## config.mk

```make
export PLATFORM = sky130hd
export DESIGN_NAME = mem_access_stage
export DESIGN_NICKNAME = d
export VERILOG_FILES = /design/src/rtl/mem_access_stage.sv
export SDC_FILE = /design/constraint.sdc
export NUM_CORES = 1
export LEC_CHECK = 0
export CORE_AREA = 5 5 150 152
export CTS_CLUSTER_SIZE = 20
export DETAILED_ROUTE_END_ITERATION = 16
export DIE_AREA = 0 0 155 157
export GPL_TIMING_DRIVEN = 0
export PLACE_DENSITY = 0.77
export SLEW_MARGIN = 20
export SYNTH_ARGS = -nofsm -noshare
export SYNTH_HDL_FRONTEND = slang
export SYNTH_SLANG_ARGS = --single-unit
```

## constraint.sdc

```tcl
create_clock -name clk -period 3.1 [get_ports clk]
set_input_delay 0.62 -clock clk [delete_from_list [all_inputs] [get_ports clk]]
set_output_delay 0.62 -clock clk [all_outputs]
set_load 0.02 [all_outputs]
```

## src/rtl/mem_access_stage.sv

```systemverilog
// mem_access_stage: MEM pipeline stage of the XPU core.
// Forwards ALU/CSR results to MEM/WB and to the ID-stage forwarding path.
// Runs loads and stores over a req/ack data bus with an IDLE/BUSY/DONE FSM.
// Optional feature macro: MEM_MISALIGN_TRAP_EN (misaligned accesses trap
// instead of being truncated to the lanes that fit; adds misalign_o).
module mem_access_stage #(
  parameter int XLEN    = 32,
  parameter int REG_AW  = 5,
  parameter int CSR_AW  = 12,
  parameter int TIMEOUT = 255
) (
  input  logic              clk,
  input  logic              rst,
  input  logic              valid_i,
  input  logic              flush_i,
  input  logic [REG_AW-1:0] rd_addr_i,
  input  logic              wreg_i,
  input  logic [XLEN-1:0]   wdata_i,
  input  logic [CSR_AW-1:0] csr_waddr_i,
  input  logic              csr_wreg_i,
  input  logic [XLEN-1:0]   csr_wdata_i,
  input  logic              is_load_i,
  input  logic              is_store_i,
  input  logic [2:0]        funct3_i,
  input  logic [XLEN-1:0]   store_data_i,
  output logic              dmem_req_o,
  output logic              dmem_we_o,
  output logic [XLEN-1:0]   dmem_addr_o,
  output logic [XLEN-1:0]   dmem_wdata_o,
  output logic [XLEN/8-1:0] dmem_be_o,
  input  logic              dmem_ack_i,
  input  logic [XLEN-1:0]   dmem_rdata_i,
  output logic              stall_req_o,
  output logic [REG_AW-1:0] rd_addr_o,
  output logic              wreg_o,
  output logic [XLEN-1:0]   wdata_o,
  output logic [CSR_AW-1:0] csr_waddr_o,
  output logic              csr_wreg_o,
  output logic [XLEN-1:0]   csr_wdata_o,
  output logic [REG_AW-1:0] mem_back_rd_addr_o,
  output logic              mem_back_wreg_o,
  output logic [XLEN-1:0]   mem_back_wdata_o,
  output logic [CSR_AW-1:0] mem_back_csr_waddr_o,
  output logic              mem_back_csr_wreg_o,
  output logic [XLEN-1:0]   mem_back_csr_wdata_o,
`ifdef MEM_MISALIGN_TRAP_EN
  output logic              misalign_o,
`endif
  output logic              bus_err_o
);

  localparam int NB = XLEN / 8;
  localparam int LW = $clog2(NB);

  typedef enum logic [1:0] {
    S_IDLE = 2'b00,
    S_BUSY = 2'b01,
    S_DONE = 2'b10
  } state_t;

  // Byte enables: size mask shifted to the lane; bits past the word fall off.
  function automatic logic [NB-1:0] calc_be(input logic [2:0] f3, input logic [LW-1:0] lane);
    logic [NB-1:0] base;
    case (f3[1:0])
      2'b00:   base = NB'(1'b1);
      2'b01:   base = NB'(2'b11);
      2'b10:   base = NB'(4'b1111);
      default: base = {NB{1'b1}};
    endcase
    calc_be = (f3[1:0] == 2'b11) ? base : (base << lane);
  endfunction

  // Store data replicated across every lane of its size.
  function automatic logic [XLEN-1:0] rep_store(input logic [2:0] f3, input logic [XLEN-1:0] d);
    case (f3[1:0])
      2'b00:   rep_store = {NB{d[7:0]}};
      2'b01:   rep_store = {(NB/2){d[15:0]}};
      2'b10:   rep_store = {(NB/4){d[31:0]}};
      default: rep_store = d;
    endcase
  endfunction

  // Load lane extraction with sign or zero extension.
  function automatic logic [XLEN-1:0] ext_load(input logic [2:0] f3, input logic [LW-1:0] lane,
                                               input logic [XLEN-1:0] rd);
    logic [XLEN-1:0] sh;
    sh = rd >> {lane, 3'b000};
    case (f3)
      3'b000:  ext_load = XLEN'($signed(sh[7:0]));
      3'b001:  ext_load = XLEN'($signed(sh[15:0]));
      3'b010:  ext_load = XLEN'($signed(sh[31:0]));
      3'b100:  ext_load = XLEN'(sh[7:0]);
      3'b101:  ext_load = XLEN'(sh[15:0]);
      3'b110:  ext_load = XLEN'(sh[31:0]);
      default: ext_load = sh;
    endcase
  endfunction

`ifdef MEM_MISALIGN_TRAP_EN
  // Natural-alignment check for H/W/D accesses.
  function automatic logic is_misaligned(input logic [2:0] f3, input logic [LW-1:0] lane);
    case (f3[1:0])
      2'b01:   is_misaligned = lane[0];
      2'b10:   is_misaligned = (lane[1:0] != 2'b00);
      2'b11:   is_misaligned = (lane != {LW{1'b0}});
      default: is_misaligned = 1'b0;
    endcase
  endfunction
`endif

  state_t            state_q, state_d;
  logic              req_q, req_d;
  logic              we_q, we_d;
  logic [XLEN-1:0]   addr_q, addr_d;
  logic [XLEN-1:0]   wdat_q, wdat_d;
  logic [NB-1:0]     be_q, be_d;
  logic [7:0]        cnt_q, cnt_d;
  logic [XLEN-1:0]   load_q, load_d;
  logic              bus_err_q, bus_err_d;
  logic              kill_q, kill_d;
  logic              is_load_q, is_load_d;
  logic [2:0]        funct3_q, funct3_d;
  logic [LW-1:0]     lane_q, lane_d;
`ifdef MEM_MISALIGN_TRAP_EN
  logic              misalign_q, misalign_d;
`endif

  logic              mem_op_s, start_s, trap_s;
  logic [LW-1:0]     lane_s;
  logic [7:0]        cnt_inc_s;
  logic              stall_s, wreg_s, csr_wreg_s;
  logic [XLEN-1:0]   wdata_s;

  assign mem_op_s  = is_load_i | is_store_i;
  assign start_s   = valid_i & mem_op_s & ~flush_i;
  assign lane_s    = wdata_i[LW-1:0];
  assign cnt_inc_s = cnt_q + 8'd1;

`ifdef MEM_MISALIGN_TRAP_EN
  assign trap_s     = is_misaligned(funct3_i, lane_s);
  assign misalign_d = (state_q == S_IDLE) & start_s & trap_s;
  assign misalign_o = misalign_q;
`else
  assign trap_s = 1'b0;
`endif

  // FSM next state and bus-side register updates
  always_comb begin
    state_d   = state_q;
    req_d     = req_q;
    we_d      = we_q;
    addr_d    = addr_q;
    wdat_d    = wdat_q;
    be_d      = be_q;
    cnt_d     = cnt_q;
    load_d    = load_q;
    bus_err_d = 1'b0;
    kill_d    = kill_q;
    is_load_d = is_load_q;
    funct3_d  = funct3_q;
    lane_d    = lane_q;
    case (state_q)
      S_IDLE: begin
        if (start_s && trap_s) begin
          state_d   = S_DONE;
          kill_d    = 1'b1;
          is_load_d = is_load_i;
          funct3_d  = funct3_i;
          lane_d    = lane_s;
        end else if (start_s) begin
          state_d   = S_BUSY;
          req_d     = 1'b1;
          we_d      = is_store_i;
          addr_d    = {wdata_i[XLEN-1:LW], {LW{1'b0}}};
          wdat_d    = is_store_i ? rep_store(funct3_i, store_data_i) : {XLEN{1'b0}};
          be_d      = calc_be(funct3_i, lane_s);
          cnt_d     = 8'd0;
          kill_d    = 1'b0;
          is_load_d = is_load_i;
          funct3_d  = funct3_i;
          lane_d    = lane_s;
        end else begin
          state_d = S_IDLE;
        end
      end
      S_BUSY: begin
        cnt_d  = cnt_inc_s;
        // a flush cannot abandon the bus cycle; it only kills the writeback
        kill_d = kill_q | flush_i;
        if (dmem_ack_i) begin
          state_d = S_DONE;
          req_d   = 1'b0;
          we_d    = 1'b0;
          be_d    = {NB{1'b0}};
          load_d  = ext_load(funct3_q, lane_q, dmem_rdata_i);
        end else if (cnt_inc_s == 8'(TIMEOUT)) begin
          state_d   = S_DONE;
          req_d     = 1'b0;
          we_d      = 1'b0;
          be_d      = {NB{1'b0}};
          kill_d    = 1'b1;
          bus_err_d = 1'b1;
        end else begin
          state_d = S_BUSY;
        end
      end
      S_DONE: begin
        state_d = S_IDLE;
        kill_d  = 1'b0;
      end
      default: begin
        state_d = S_IDLE;
        req_d   = 1'b0;
        we_d    = 1'b0;
        be_d    = {NB{1'b0}};
      end
    endcase
  end

  // Writeback gating, load data selection and upstream stall
  always_comb begin
    stall_s    = 1'b0;
    wreg_s     = 1'b0;
    csr_wreg_s = 1'b0;
    wdata_s    = wdata_i;
    if (rst) begin
      stall_s    = 1'b0;
      wreg_s     = 1'b0;
      csr_wreg_s = 1'b0;
    end else begin
      case (state_q)
        S_IDLE: begin
          if (valid_i && !flush_i && mem_op_s) begin
            stall_s = 1'b1;
          end else if (valid_i && !flush_i) begin
            wreg_s     = wreg_i;
            csr_wreg_s = csr_wreg_i;
          end else begin
            wreg_s     = 1'b0;
            csr_wreg_s = 1'b0;
          end
        end
        S_BUSY: begin
          stall_s = 1'b1;
        end
        S_DONE: begin
          if (is_load_q) begin
            wdata_s    = load_q;
            wreg_s     = wreg_i & ~kill_q;
            csr_wreg_s = csr_wreg_i & ~kill_q;
          end else begin
            wreg_s     = 1'b0;
            csr_wreg_s = 1'b0;
          end
        end
        default: begin
          stall_s = 1'b0;
        end
      endcase
    end
  end

  // State and bus register update with synchronous reset
  always_ff @(posedge clk) begin
    if (rst) begin
      state_q   <= S_IDLE;
      req_q     <= 1'b0;
      we_q      <= 1'b0;
      addr_q    <= {XLEN{1'b0}};
      wdat_q    <= {XLEN{1'b0}};
      be_q      <= {NB{1'b0}};
      cnt_q     <= 8'd0;
      load_q    <= {XLEN{1'b0}};
      bus_err_q <= 1'b0;
      kill_q    <= 1'b0;
      is_load_q <= 1'b0;
      funct3_q  <= 3'b000;
      lane_q    <= {LW{1'b0}};
`ifdef MEM_MISALIGN_TRAP_EN
      misalign_q <= 1'b0;
`endif
    end else begin
      state_q   <= state_d;
      req_q     <= req_d;
      we_q      <= we_d;
      addr_q    <= addr_d;
      wdat_q    <= wdat_d;
      be_q      <= be_d;
      cnt_q     <= cnt_d;
      load_q    <= load_d;
      bus_err_q <= bus_err_d;
      kill_q    <= kill_d;
      is_load_q <= is_load_d;
      funct3_q  <= funct3_d;
      lane_q    <= lane_d;
`ifdef MEM_MISALIGN_TRAP_EN
      misalign_q <= misalign_d;
`endif
    end
  end

  assign dmem_req_o   = req_q;
  assign dmem_we_o    = we_q;
  assign dmem_addr_o  = addr_q;
  assign dmem_wdata_o = wdat_q;
  assign dmem_be_o    = be_q;
  assign bus_err_o    = bus_err_q;
  assign stall_req_o  = stall_s;

  assign rd_addr_o   = rd_addr_i;
  assign wreg_o      = wreg_s;
  assign wdata_o     = wdata_s;
  assign csr_waddr_o = csr_waddr_i;
  assign csr_wreg_o  = csr_wreg_s;
  assign csr_wdata_o = csr_wdata_i;

  assign mem_back_rd_addr_o   = rd_addr_i;
  assign mem_back_wreg_o      = wreg_s;
  assign mem_back_wdata_o     = wdata_s;
  assign mem_back_csr_waddr_o = csr_waddr_i;
  assign mem_back_csr_wreg_o  = csr_wreg_s;
  assign mem_back_csr_wdata_o = csr_wdata_i;

endmodule

```

Yosys cells after proc, flatten, opt, wreduce, memory -nomap -nowiden
Cells that the tools add are included.

Register bits: 118. Bits in latches: 0. RAM bits: 0. Memory bits (read-only): 0. Bits of input ports: 157. Output and inout bits: 238. Memories: 0.

Add/sub/neg operators: 1. $mul: 0. Divide/modulo/power cells: 0. Magnitude comparators: 0. Equality and inequality tests: 10. Shift-type cells: 2. Muxes and demuxes: 44. Bitwise operators: 10. Reduce and logical (&&, ||, !) cells: 14.

Operators with widths (number): two-way mux 32 bit (4); case mux 32 bit (4 select lines) (1); case mux 32 bit (2 select lines) (1); right shift 32 x 5 -> 32 bit (1); two-way mux 4 bit (6); two-way mux 1 bit (19); case mux 8 bit (2 select lines) (1); case mux 4 bit (3 select lines) (1); case mux 1 bit (3 select lines) (3); adder 8 x 1 -> 8 bit, second input constant (1); == test 8 bit, second input constant (1); two-way mux 8 bit (1); case mux 4 bit (2 select lines) (1); AND reduction 2 bit (4); == test 3 bit, second input constant (2); case mux 1 bit (2 select lines) (3); AND 1 bit (4); == test 2 x 1 -> 1 bit, second input constant (2); == test 2 bit, second input constant (2); logical NOT 2 bit (2); two-way mux 2 bit (2); NOT 1 bit (4); case mux 2 bit (2 select lines) (1); << shifter 4 x 2 -> 4 bit (1); other kinds (11) (13).

Longest topological paths before layout
Gate-level depths: netlist of the first run.

Depth after elaboration: 9. Depth in mapped cells: 8.

Worst setup path before layout of the first run
No wires, ideal clock.

Path type: input port to output port. From: in rst. To: out wdata_o[1]. Arrival time: 1.834 ns. Setup slack: 0.646 ns. Stages: 4. Buffers on the path: 2. Path through: nor3_1 > buf_2 > mux2_2 > buf_4.

Word-level cells in the longest chain between the ends: 1.

Ends and longest elaborated chain: start: declaration (RTL line 13) `input logic rst,`; two-way mux 32 bit (RTL line 226) `if (rst) begin`; end: declaration (RTL line 36) `output logic [XLEN-1:0] wdata_o,`.

Every way passes these cells.

Worst setup path after layout of the first run
From: reg state_q[0]. To: out wdata_o[1].

Word-level cells in the longest chain between the ends: 3.

Ends and longest elaborated chain: start: declaration (RTL line 111) `state_t state_q, state_d;`; start signal: assignment (RTL line 283) `state_q <= state_d;`; == test 2 bit (RTL line 231) `case (state_q)`; two-way mux 32 bit (RTL line 231); two-way mux 32 bit (RTL line 226).

Every way passes these cells.

==> results.txt, run 1 <==
In this run the most critical hold path is launched from dmem_addr_o[25]. The floorplan step defined a die boundary enclosing 0.02434 sq mm. The final wirelength came out at 27010 microns. The via density per instance is 4.787. The final setup violation count came out at 0. The max-slew violation count was 0. The diode insertion count for antenna repair came out at 0. The flip-flop and latch area came out at 0.002364 sq mm. The core region area is 0.02089 sq mm. Measured along the y axis, the die boundary spans 157 microns. The starting density of the core came out at 0.3236. The synthesized netlist contains 44 unique library cells. The overall power consumption came out at 0.004656 W. The setup clock skew after layout is 4.904 ps. The number of placed instances with taps included is 1467.

The launching point of the worst reg2reg path is cnt_q[1]. The library cell used as clock root buffer is sky130_fd_sc_hd__clkbuf_16. The number of cells in the finished layout apart from fillers came out at 1501. The CTS tree is yes. The maximum operating frequency is 337.0 MHz.

The post-route antenna net violation count is 0. The congestion estimate from routability-driven global placement came to 0.9159. The longest clock path from root to sink contains 2 buffers. The wire length of the first global-routing pass is 40710 microns. The run finished with clean final reports. The pin count of the biggest net entering global routing came out at 17. Setup repair after global routing left no endpoint under its margin.

In the final layout, the multi-input gates occupy 0.003164 sq mm. From synthesis to final layout, the design area changed by 64.35%. The initial antenna violation count came out at 0. The slowest stage of the critical path belongs to the cell sky130_fd_sc_hd__mux2_2. After global routing the overflow that remains totals 0. At the end of the flow, the number of nets in the layout was 1372. The first-pass iteration count of the detailed router is 4. In this run the tightest slew margin relative to its limit is 0.4916.

The number of buffers inserted during clock tree synthesis came out at 17. For this run, the total global-route usage over all layers was measured as 0.2132. Among cell families on the critical path, the largest total delay comes from buffers and inverters. The hold-fix buffer count after cts is 0. The critical path's largest stage delay is 400 ps. The cell that appears most often on the critical path is sky130_fd_sc_hd__buf_4. The critical path startpoint category is a register.

The layout has 1953 filler cells. The DRC marker count from the first detailed-route iteration came out at 333. The signal on the critical path passes through clkbuf_2 > nor3_4 > buf_12 > buf_4 > mux2_2 > buf_4 > dlygate4sd2_1.

In the layout the commonest cells are 276 x sky130_fd_sc_hd__clkdlybuf4s50_1, 147 x sky130_fd_sc_hd__nand2_1, 140 x sky130_fd_sc_hd__buf_4, 117 x sky130_fd_sc_hd__dfxtp_1, 87 x sky130_fd_sc_hd__a21oi_1. The time the worst path needs with I/O delays and setup is 2967 ps. The library cell used most frequently in the layout, excluding fill and tap cells, is sky130_fd_sc_hd__clkdlybuf4s50_1.

The clock reaches the later pin of the worst-skew pair after 420 ps. The horizontal die dimension came out at 155 microns. The signal arrival time at the worst endpoint came out at 2350 ps. The average wire length per cell after detail routing came out at 18.00 microns. Max-cap violations in this run came to 0. The final hold violation count came out at 0. The clock transition at the registers of the reported paths is 60 ps. The leakage dissipation is 4.382 nW. The cell area after synthesis is 0.006760 sq mm. The worst-case IR drop observed on VDD is 0.3558 mV. The fraction of the cycle the final worst path needs is 0.9572. The sequential share of the synthesized area is 0.3494. The post-synthesis register bit count came out at 118. The proportion of synthesized flip-flops having asynchronous set or reset is 0. The detailed placer's ending HPWL came out at 21470 microns. The most used flip-flop cell after synthesis is sky130_fd_sc_hd__dfxtp_1. The tree built by TritonCTS fans out to 118 sinks. The synthesized netlist cell count is 848.

The number of top-level pins came out at 395. The per-instance average area after synthesis is 7.972 sq um. The via count of the first global-routing pass came to 7169.

The type of the setup path with the least slack is reg2out. In the final layout, the share of cells above drive strength 1 is 0.2113. The measured slew at the worst slew-check pin is 762.7 ps. The post-route setup TNS is 0 ps. The warning count from the yosys run came out at 0.

For the worst setup path, the data required time is 2480 ps. The standard-cell row count is 53. CTS built an H-tree with a depth of 4. In this run the worst path has a maximum fanout of 10.

The critical path contains buffers and inverters numbering 5 combined. The count of flip-flops with a built-in enable after synthesis came out at 0. The worst hold path belongs to the class reg2reg. The number of DRC violations after detailed routing came out at 0.

STA classifies the critical path endpoint as an output pin. The most critical setup path has its startpoint at state_q[0]. The number of buffers inserted by port buffering is 343. For this block, the via count after detailed routing is 7186. The share of the core filled with cells came out at 0.5319. Power spread over the standard cell area amounts to 419.1 mW/mm^2.
cells in the mapped netlist, types with 2 or more instances:
cell                       instances  area (sq um)
sky130_fd_sc_hd__nand2_1         147         551.8
sky130_fd_sc_hd__buf_4           135          1013
sky130_fd_sc_hd__dfxtp_1         118          2362
sky130_fd_sc_hd__a21oi_1          87         435.4
sky130_fd_sc_hd__nor2_1           79         296.5
sky130_fd_sc_hd__mux2_2           48         540.5
sky130_fd_sc_hd__clkbuf_1         33         123.9
sky130_fd_sc_hd__mux2i_1          26         260.3
sky130_fd_sc_hd__o21ai_0          24         120.1
sky130_fd_sc_hd__a22oi_1          16         120.1
sky130_fd_sc_hd__a211oi_1         15         112.6
sky130_fd_sc_hd__nor3_1           14         70.07
sky130_fd_sc_hd__buf_2            13         65.06
sky130_fd_sc_hd__nand3_1          13         65.06
sky130_fd_sc_hd__a211oi_2         10         125.1
sky130_fd_sc_hd__o211ai_1          7         52.55
sky130_fd_sc_hd__buf_1             6         22.52
sky130_fd_sc_hd__inv_1             6         22.52
sky130_fd_sc_hd__nor2b_1           5         31.28
sky130_fd_sc_hd__a31oi_1           4         25.02
sky130_fd_sc_hd__nand2b_1          4         25.02
sky130_fd_sc_hd__or2_2             4         25.02
sky130_fd_sc_hd__and2_1            3         18.77
sky130_fd_sc_hd__and3_1            3         18.77
sky130_fd_sc_hd__nand3b_1          3         22.52
sky130_fd_sc_hd__or3_1             3         18.77
sky130_fd_sc_hd__a311oi_1          2         17.52
sky130_fd_sc_hd__ha_1              2         25.02
sky130_fd_sc_hd__nor2_2            2         12.51
sky130_fd_sc_hd__nor4_1            2         12.51
worst reg2reg max path: cells and delay by family, from the launching register on:
kind,cells,cell delay [ps]
AND/OR/NAND/NOR,2,450
flip-flops,1,440
AO/OA/AOI/OAI,2,400
adder cells (fa/ha/maj),1,270
buffers and inverters,1,230
multiplexers,1,220
metal layers:
metal / vias up / global-route usage / share of wire
met4: 0 / 0.05509 / 0.013
met3: 28 / 0.07341 / 0.10
met2: 336 / 0.3771 / 0.51
met5: - / 0 / 0
li1: 3483 / - / -
met1: 3339 / 0.2469 / 0.38
through the flow:
step | setup slack [ps] | hold slack [ps] | area, sq um
3_3_place_gp | -918.6 | 438.7 | 10540
4_1_cts | 3.196 | 454.6 | 11100
6_report | 132.8 | 453.4 | 11110
5_1_grt | 4.729 | 480.5 | 11110
2_1_floorplan | 646.3 | 432.9 | 6764
3_5_place_dp | -803.9 | 446.6 | 10540
flip-flops by register name, summed over array words and instances (netlist names):
signal / count
bus_err_o: 1
cnt_q: 8
dmem_addr_o: 30
dmem_be_o: 4
dmem_req_o: 1
dmem_wdata_o: 32
dmem_we_o: 1
funct3_q: 3
is_load_q: 1
kill_q: 1
lane_q: 2
load_q: 32
state_q: 2
path summary, 6_finish.rpt:
check | endpoint | slack [ps] | depth (start not counted)
min | dmem_addr_o[25] | 450 | 2
max | wdata_o[1] | 130 | 7
max reg2reg | dmem_be_o[2] | 950 | 7
min reg2reg | dmem_addr_o[25] | 450 | 2
report_power, final:
group          internal, W  switching (W)
sequential         0.00157      0.0000338
clock              0.00120       0.000745
combinational     0.000556       0.000550
total              0.00333        0.00133
cell families after synthesis:
kind of cell	after synthesis	synth area share
muxes	75	0.1218
other	1	0.0005547
buffers and inverters	194	0.1862
AOI/OAI and AO/OA	171	0.1594
and+or+nand+nor	287	0.1790
DFF	118	0.3494
adders and majority gates	2	0.003701
repair_timing:
item	4_1_cts	5_1_grt
buffers inserted	3	0
setup endpoints to repair	69	32
resized for setup	77	5
pin swaps	1	1
area by class of cell:
cell class,instances,area share
Buffer,187,0.1125
Clock buffer,20,0.04020
Clock inverter,12,0.01160
Inverter,6,0.002027
Multi-Input combinational cell,537,0.2848
Sequential cell,118,0.2127
Tap cell,275,0.03097
Timing Repair Buffer,346,0.3052
No activity file was read; power rests on OpenSTA's default activity.
==> run 2, diff against run 1 <==
Settings changed: SLEW_MARGIN 20 to not set, TNS_END_PERCENT set to 100.
==> results of run 2 <==
Final layout, timing and power as in run 1 (identical DEF).
==> run 3, diff against run 2 <==
Settings changed: ABC_AREA set to 1, CAP_MARGIN set to 20, CORE_AREA 5 5 150 152 to 5 5 149 151, DIE_AREA 0 0 155 157 to 0 0 154 156, PLACE_DENSITY 0.77 to 0.78.
==> results.txt, run 3 <==
The via count of the first global-routing pass is 7185. The primary flip-flop cell chosen by synthesis mapping is sky130_fd_sc_hd__dfxtp_1. The worst path required time came out at 2480 ps. After detailed routing, the number of remaining DRC violations is 0. The HPWL after detailed placement is 20670 microns.

The max-slew violation count came out at 0. The worst hold path startpoint is dmem_be_o[0]. After synthesis, the share of flip-flops with an asynchronous set or reset is 0.

The wire length of the first global-routing pass is 39110 microns. The worst register-to-register path begins at cnt_q[0]. In this run the tightest slew margin relative to its limit is 0.5538. The worst ir drop on vdd came out at 0.3785 mV. Of the post-synthesis cell area, the dominant cell type holds 0.3523.

Synthesis produced a netlist whose cell count is 945. sky130_fd_sc_hd__dfxtp_1 takes more of the synthesized area than any other cell. The library cell used most frequently in the layout, excluding fill and tap cells, is sky130_fd_sc_hd__clkdlybuf4s50_1. Along the worst hold path, the cell count comes to 2. The number of cells in the finished layout apart from fillers came out at 1595. The final hold violation count is 0.

The region available for standard cell placement spans 0.02069 sq mm. Clock-pin slew was measured on the worst setup and hold paths at 50 ps. Including well taps, the total number of placed cells is 1564. The worst setup path is captured at an output pin. Setup violations remaining at the end of the flow were counted as 0. The maximum operating frequency came out at 328.6 MHz. The design internal power came out at 0.003411 W. The proportion of power drawn by flip-flops and latches came out at 0.342.

The later pin in the worst-skew pair is clocked with a latency of 420 ps. The tree built by TritonCTS fans out to 118 sinks. The post-synthesis register bit count is 118.

The path class of the tightest hold or removal check is reg2reg. The horizontal die dimension is 154 microns. The time the worst path needs with I/O delays and setup came out at 3043 ps. The number of buffers inserted by port buffering is 343. The signal arrival time at the worst endpoint came out at 2420 ps. The critical path starts at rst. The share of power burned in the clock network is 0.413. The pin count of the biggest net entering global routing is 17.

The fraction of the cycle the final worst path needs came out at 0.9816. The per-instance average area after synthesis came out at 7.095 sq um. The cell area after synthesis is 0.006705 sq mm. In the final layout, the share of cells above drive strength 1 is 0.1902. The total track usage came out at 0.2028.

The first-pass iteration count of the detailed router is 5. Sorting the synthesized cells by how often they occur yields 135 x sky130_fd_sc_hd__buf_4, 133 x sky130_fd_sc_hd__nand2_1, 118 x sky130_fd_sc_hd__dfxtp_1. For this design the total switching power over the nets is 0.001326 W. Once detail routing completed, the nets flagged for antenna violations numbered 0. The number of inserted filler cells in the final layout is 1972. The measured slew at the worst slew-check pin came out at 666.9 ps. The congestion estimate from routability-driven global placement came to 0.9087. The cell depth of the worst flop-to-flop path came out at 12. The overall power consumption is 0.004736 W.

Of the total power, the share spent switching nets is 0.2799. After floorplanning, the core was divided into 53 placement rows. In the layout the commonest cells are 279 x sky130_fd_sc_hd__clkdlybuf4s50_1, 147 x sky130_fd_sc_hd__buf_4, 133 x sky130_fd_sc_hd__nand2_1, 118 x sky130_fd_sc_hd__dfxtp_1, 106 x sky130_fd_sc_hd__nor2_1. The initial antenna violation count is 0. The power per cell area is 426.4 mW/mm^2. The starting density of the core came out at 0.3241. The leakage dissipation is 4.979 nW. The warning count from the yosys run came out at 0. The flow ran to the end, and the final reports show no timing, DRC or antenna violations.

TritonCTS built the clock tree. The via density per instance came out at 4.624. The average wire length per cell after detail routing came out at 16.16 microns.

The floorplan step set the die height to 156 microns. The diode insertion count for antenna repair is 0. Summing all non-filler instances in the final layout gives an area of 0.01111 sq mm. Of all nets on the critical path, the largest fanout is 10. The setup path with the least slack is of type in2out. The multi-input combinational cells in the finished layout cover a total of 0.002763 sq mm. The flip-flop and latch area came out at 0.002362 sq mm. The final wirelength came out at 25770 microns. The H-tree generated during clock tree synthesis spans 4 levels. The number of top-level pins came out at 395. The number of maximum-capacitance constraint violations came out at 0. The placed instance area came out at 0.01049 sq mm.

The share of the Yosys chip area taken by registers is 0.3523. The remaining global-route overflow is 0. For this block, the initial DRC count from the detailed router was 513. The portion of total power attributed to combinational logic is 0.244.

The maximum buffer depth of the clock tree is 2. On the final layout, the worst hold slack is 463.0 ps. After routing, the total negative slack on setup checks comes to 0 ps. CTS placed an instance of sky130_fd_sc_hd__clkbuf_16 at the clock tree root. The full die area is 0.02402 sq mm. sky130_fd_sc_hd__buf_4 is the most common cell in the netlist. The count of flip-flops with a built-in enable after synthesis is 0.

Sorting the synthesized cells by area gives the leading types as sky130_fd_sc_hd__dfxtp_1 35%, sky130_fd_sc_hd__buf_4 15%, sky130_fd_sc_hd__nand2_1 7.4%. After synthesis, the netlist uses 38 different library cells. The number of buffers inserted during clock tree synthesis came out at 17. The critical path startpoint category is an input port. The layout overhead on the synthesized area is 65.67%. The net total in the final layout came out at 1467. The total vias in the final route is 7376. The clock arrives with 13.89 ps of skew.
run 3: worst max-delay path, cell delays in order:
cell	delay (ps)
sky130_fd_sc_hd__clkdlybuf4s50_1	470
sky130_fd_sc_hd__inv_1	90
sky130_fd_sc_hd__nand3_4	150
sky130_fd_sc_hd__buf_6	180
sky130_fd_sc_hd__mux2_2	360
sky130_fd_sc_hd__clkdlybuf4s50_1	540
run 3: worst paths after layout:
path	to	slack, ps
min	dmem_be_o[0]	460
max reg2reg	dmem_we_o	1330
max	mem_back_wdata_o[14]	60
min reg2reg	dmem_be_o[0]	460
run 3: logic make-up (layout without fill, tap and decap cells):
logic type	count (synthesis)	after routing	share of synthesized area
multiplexers	13	13	0.02183
other	1	2	0.0005593
buffers and inverters	284	658	0.2411
flip-flops	118	118	0.3523
AND/OR/NAND/NOR	284	284	0.1758
adder cells (fa/ha/maj)	2	2	0.003731
AO/OA/AOI/OAI	243	243	0.2047
run 3: per-stage QoR:
| stage | utilization | setup slack [ps] |
|---|---|---|
| 6_report | 0.5369 | 57.10 |
| 5_1_grt | 0.5369 | -11.53 |
| 3_3_place_gp | 0.5068 | -538.8 |
| 4_1_cts | 0.5348 | 8.763 |
| 3_5_place_dp | 0.5068 | -512.5 |
| 2_1_floorplan | - | 627.9 |
run 3: routing by layer:
| metal | global-route usage | up-vias | wire [microns] |
|---|---|---|---|
| met5 | 0 | - | 0 |
| met4 | 0.07485 | 0 | 704 |
| met3 | 0.05548 | 40 | 1896 |
| met2 | 0.3432 | 291 | 12590 |
| met1 | 0.2474 | 3384 | 10580 |
| li1 | - | 3661 | - |
run 3: area by class of cell:
type	instances	area share
inverter	100	0.03402
buffer	184	0.1149
timing repair buffer	343	0.3063
clock inverter	10	0.009236
clock buffer	21	0.04325
multi-input combinational	544	0.2487
sequential	118	0.2127
tap	275	0.03098
run 3: what timing repair did:
item / 4_1_cts / 5_1_grt
resized for setup: 72 / 24
setup endpoints to repair: 68 / 23
hold buffers: 0 / 0
hold endpoints to repair: 0 / 0
buffers inserted: 0 / 0
run 3: power groups by stage:
stage          combinational (W)  clock [W]  sequential [W]
2_1_floorplan           0.000558          0         0.00170
3_3_place_gp             0.00117          0         0.00165
3_5_place_dp             0.00118          0         0.00165
4_1_cts                  0.00117    0.00199         0.00162
5_1_grt                  0.00124    0.00206         0.00163
6_report                 0.00116    0.00196         0.00162
==> patch, RTL diff (config.mk and constraints of run 1) <==
Build with the macro `MEM_MISALIGN_TRAP_EN` defined.
--- a/src/rtl/mem_access_stage.sv
+++ b/src/rtl/mem_access_stage.sv
@@ -5,2 +5,4 @@
 // instead of being truncated to the lanes that fit; adds misalign_o).
+`define MEM_MISALIGN_TRAP_EN
+
 module mem_access_stage #(
Formal check against the unedited RTL (old outputs only; new: misalign_o): not equivalent (a bounded check fails within 4 cycles, from zero or initial values and one cycle with rst high).
==> patch against run 1 <==
- fmax decreased by 1.1%
- total power down 0.38%
- sequential cell count up 1
- final cell count up 0.27%
- cell area rose by 1.3%
- synthesized area rose by 2.1%
- routed wire length down 2.7%
- worst setup slack got worse by 0.032 ns
- worst hold slack got worse by 0.0042 ns
- first-iteration DRC count grew 26%
- combinational power shrank 5%
- count of clock-buffer cells in the layout unchanged
==> patch: results (changes against run 1) <==
[finish]
drive_above_1_share_pct = 21.87  ; was 21.13%
nNetsFinal = 1382  ; was 1372

[worst_setup_path]
cpPeakStageDelay_ns = 0.55  ; was 0.40 ns
timing.rr.end = dmem_addr_o[21]$_SDFFE_PP0P_  ; was dmem_be_o[2]$_SDFFE_PP0P_
critPathSlowestCell = clkdlybuf4s50_1  ; was mux2_2
r2r-start = state_q[0]$_SDFF_PP0_  ; was cnt_q[1]$_SDFFE_PP0P_
worstPathArrival_ns = 2.38  ; was 2.35 ns
reg2reg_depth = 8  ; was 7
reg2reg_slack_ns = 0.60  ; was 0.95 ns

[timing]
worst_clock_skew_ns = 0.008843  ; was 0.004904 ns
layout_setup_ws_ns = 0.1005  ; was 0.1328 ns
tightest_slew_ns = 0.6953  ; was 0.7627 ns

[hold_path]
min_to = dmem_wdata_o[0]$_SDFFE_PP0P_  ; was dmem_addr_o[25]$_SDFFE_PP0P_

[grt]
grt_pass1_wl_um = 39520  ; was 40710 um
grt_use_total_pct = 20.37  ; was 21.32%

[synthesis]
ys_types = 50  ; was 44
ys_warn_count = 0  ; unchanged
yosysSeqAreaShare_pct = 34.51  ; was 34.94%
synthTopCellsByArea = dfxtp_1, buf_4, mux2_2, a21oi_1, nand2_1  ; was dfxtp_1, buf_4, nand2_1, mux2_2, a21oi_1

[placement]
io_buffers = 341  ; was 343
dp_slack_ns = -0.7089  ; was -0.8039 ns
gp_congestion = 0.8867  ; was 0.9159
dp_hpwl_um = 21070  ; was 21470 um

[outcome]
status = complete, no violations  ; unchanged

[power]
vdd_drop_max_v = 0.0003296  ; was 0.0003558 V
p_leak_nw = 4.483  ; was 4.382 nW

[routing]
drt_iter0_markers = 420  ; was 333
wl_per_cell_um = 17.47  ; was 18.00 um

[clock_network]
numCtsBuffers = 17  ; unchanged

==> patch: through the flow <==
| step | power (mW) | hold WS [ns] | area (um^2) | std cells |
|---|---|---|---|---|
| 2_1_floorplan | 2.187 | 0.4506 | 6908 | 859 |
| 3_3_place_gp | 2.686 | 0.4382 | 10670 | 1475 |
| 3_5_place_dp | 2.697 | 0.4437 | 10670 | 1475 |
| 4_1_cts | 4.673 | 0.4513 | 11220 | 1505 |
| 5_1_grt | 4.821 | 0.4767 | 11260 | 1505 |
| 6_report | 4.639 | 0.4493 | 11260 | 1505 |
==> patch: repair_timing <==
item	CTS	global route
gates resized for setup	52	18
setup endpoints to repair	69	16
hold endpoints to repair	0	0
setup buffers	0	0
pin swaps	0	0
==> patch: power by group <==
part	total [mW]	leakage [nW]	switching (mW)	internal, mW
clock network	1.98	0.281	0.712	1.27
logic	1.06	3.24	0.506	0.555
registers	1.60	0.963	0.0252	1.57
==> patch: kinds of logic after synthesis <==
logic type	synth area share (%)
DFF	34.51
buffers and inverters	18.36
adders and majority gates	1.087
and+or+nand+nor	17.45
muxes	12.14
other	0.05432
AOI/OAI and AO/OA	16.40
==> patch: final cells by class <==
class	count	area, um^2
Tap cell	275	344.1
Clock inverter	10	130.1
Inverter	10	37.54
Multi-Input combinational cell	540	3281
Sequential cell	119	2382
Clock buffer	20	446.7
Timing Repair Buffer	341	3377
Fill cell	1963	9630
Buffer	190	1260
==> patch: how the worst max path moves through the flow <==
| stage | from | end | depth (start not counted) |
|---|---|---|---|
| 5_1_grt | state_q[0]$_SDFF_PP0_ | mem_back_wdata_o[24] | 6 |
| 3_3_place_gp | rst | wdata_o[1] | 7 |
| 6_report | state_q[0]$_SDFF_PP0_ | mem_back_wdata_o[13] | 6 |
| 4_1_cts | state_q[0]$_SDFF_PP0_ | mem_back_csr_wreg_o | 9 |
| 3_5_place_dp | rst | wdata_o[11] | 7 |
| 2_1_floorplan | rst | wdata_o[10] | 6 |
==> patch: worst register-to-register path, cell delays in order, from the launching register on <==
cell	delay, ns
dfxtp_1	0.33
inv_1	0.09
ha_1	0.16
clkbuf_4	0.19
nand3b_4	0.17
nor4_4	0.68
clkbuf_1	0.50
nand2_1	0.16
a21oi_1	0.14
==> patch: routing by layer <==
| metal | vias to the layer above | global-route usage, % | share of wire, % | routed length (um) |
|---|---|---|---|---|
| met2 | 281 | 35.25 | 50 | 13090 |
| met5 | - | 0 | 0 | 0 |
| met4 | 0 | 7.107 | 2.6 | 678 |
| met1 | 3364 | 24.74 | 40 | 10630 |
| li1 | 3510 | - | - | - |
| met3 | 41 | 4.949 | 7.2 | 1887 |
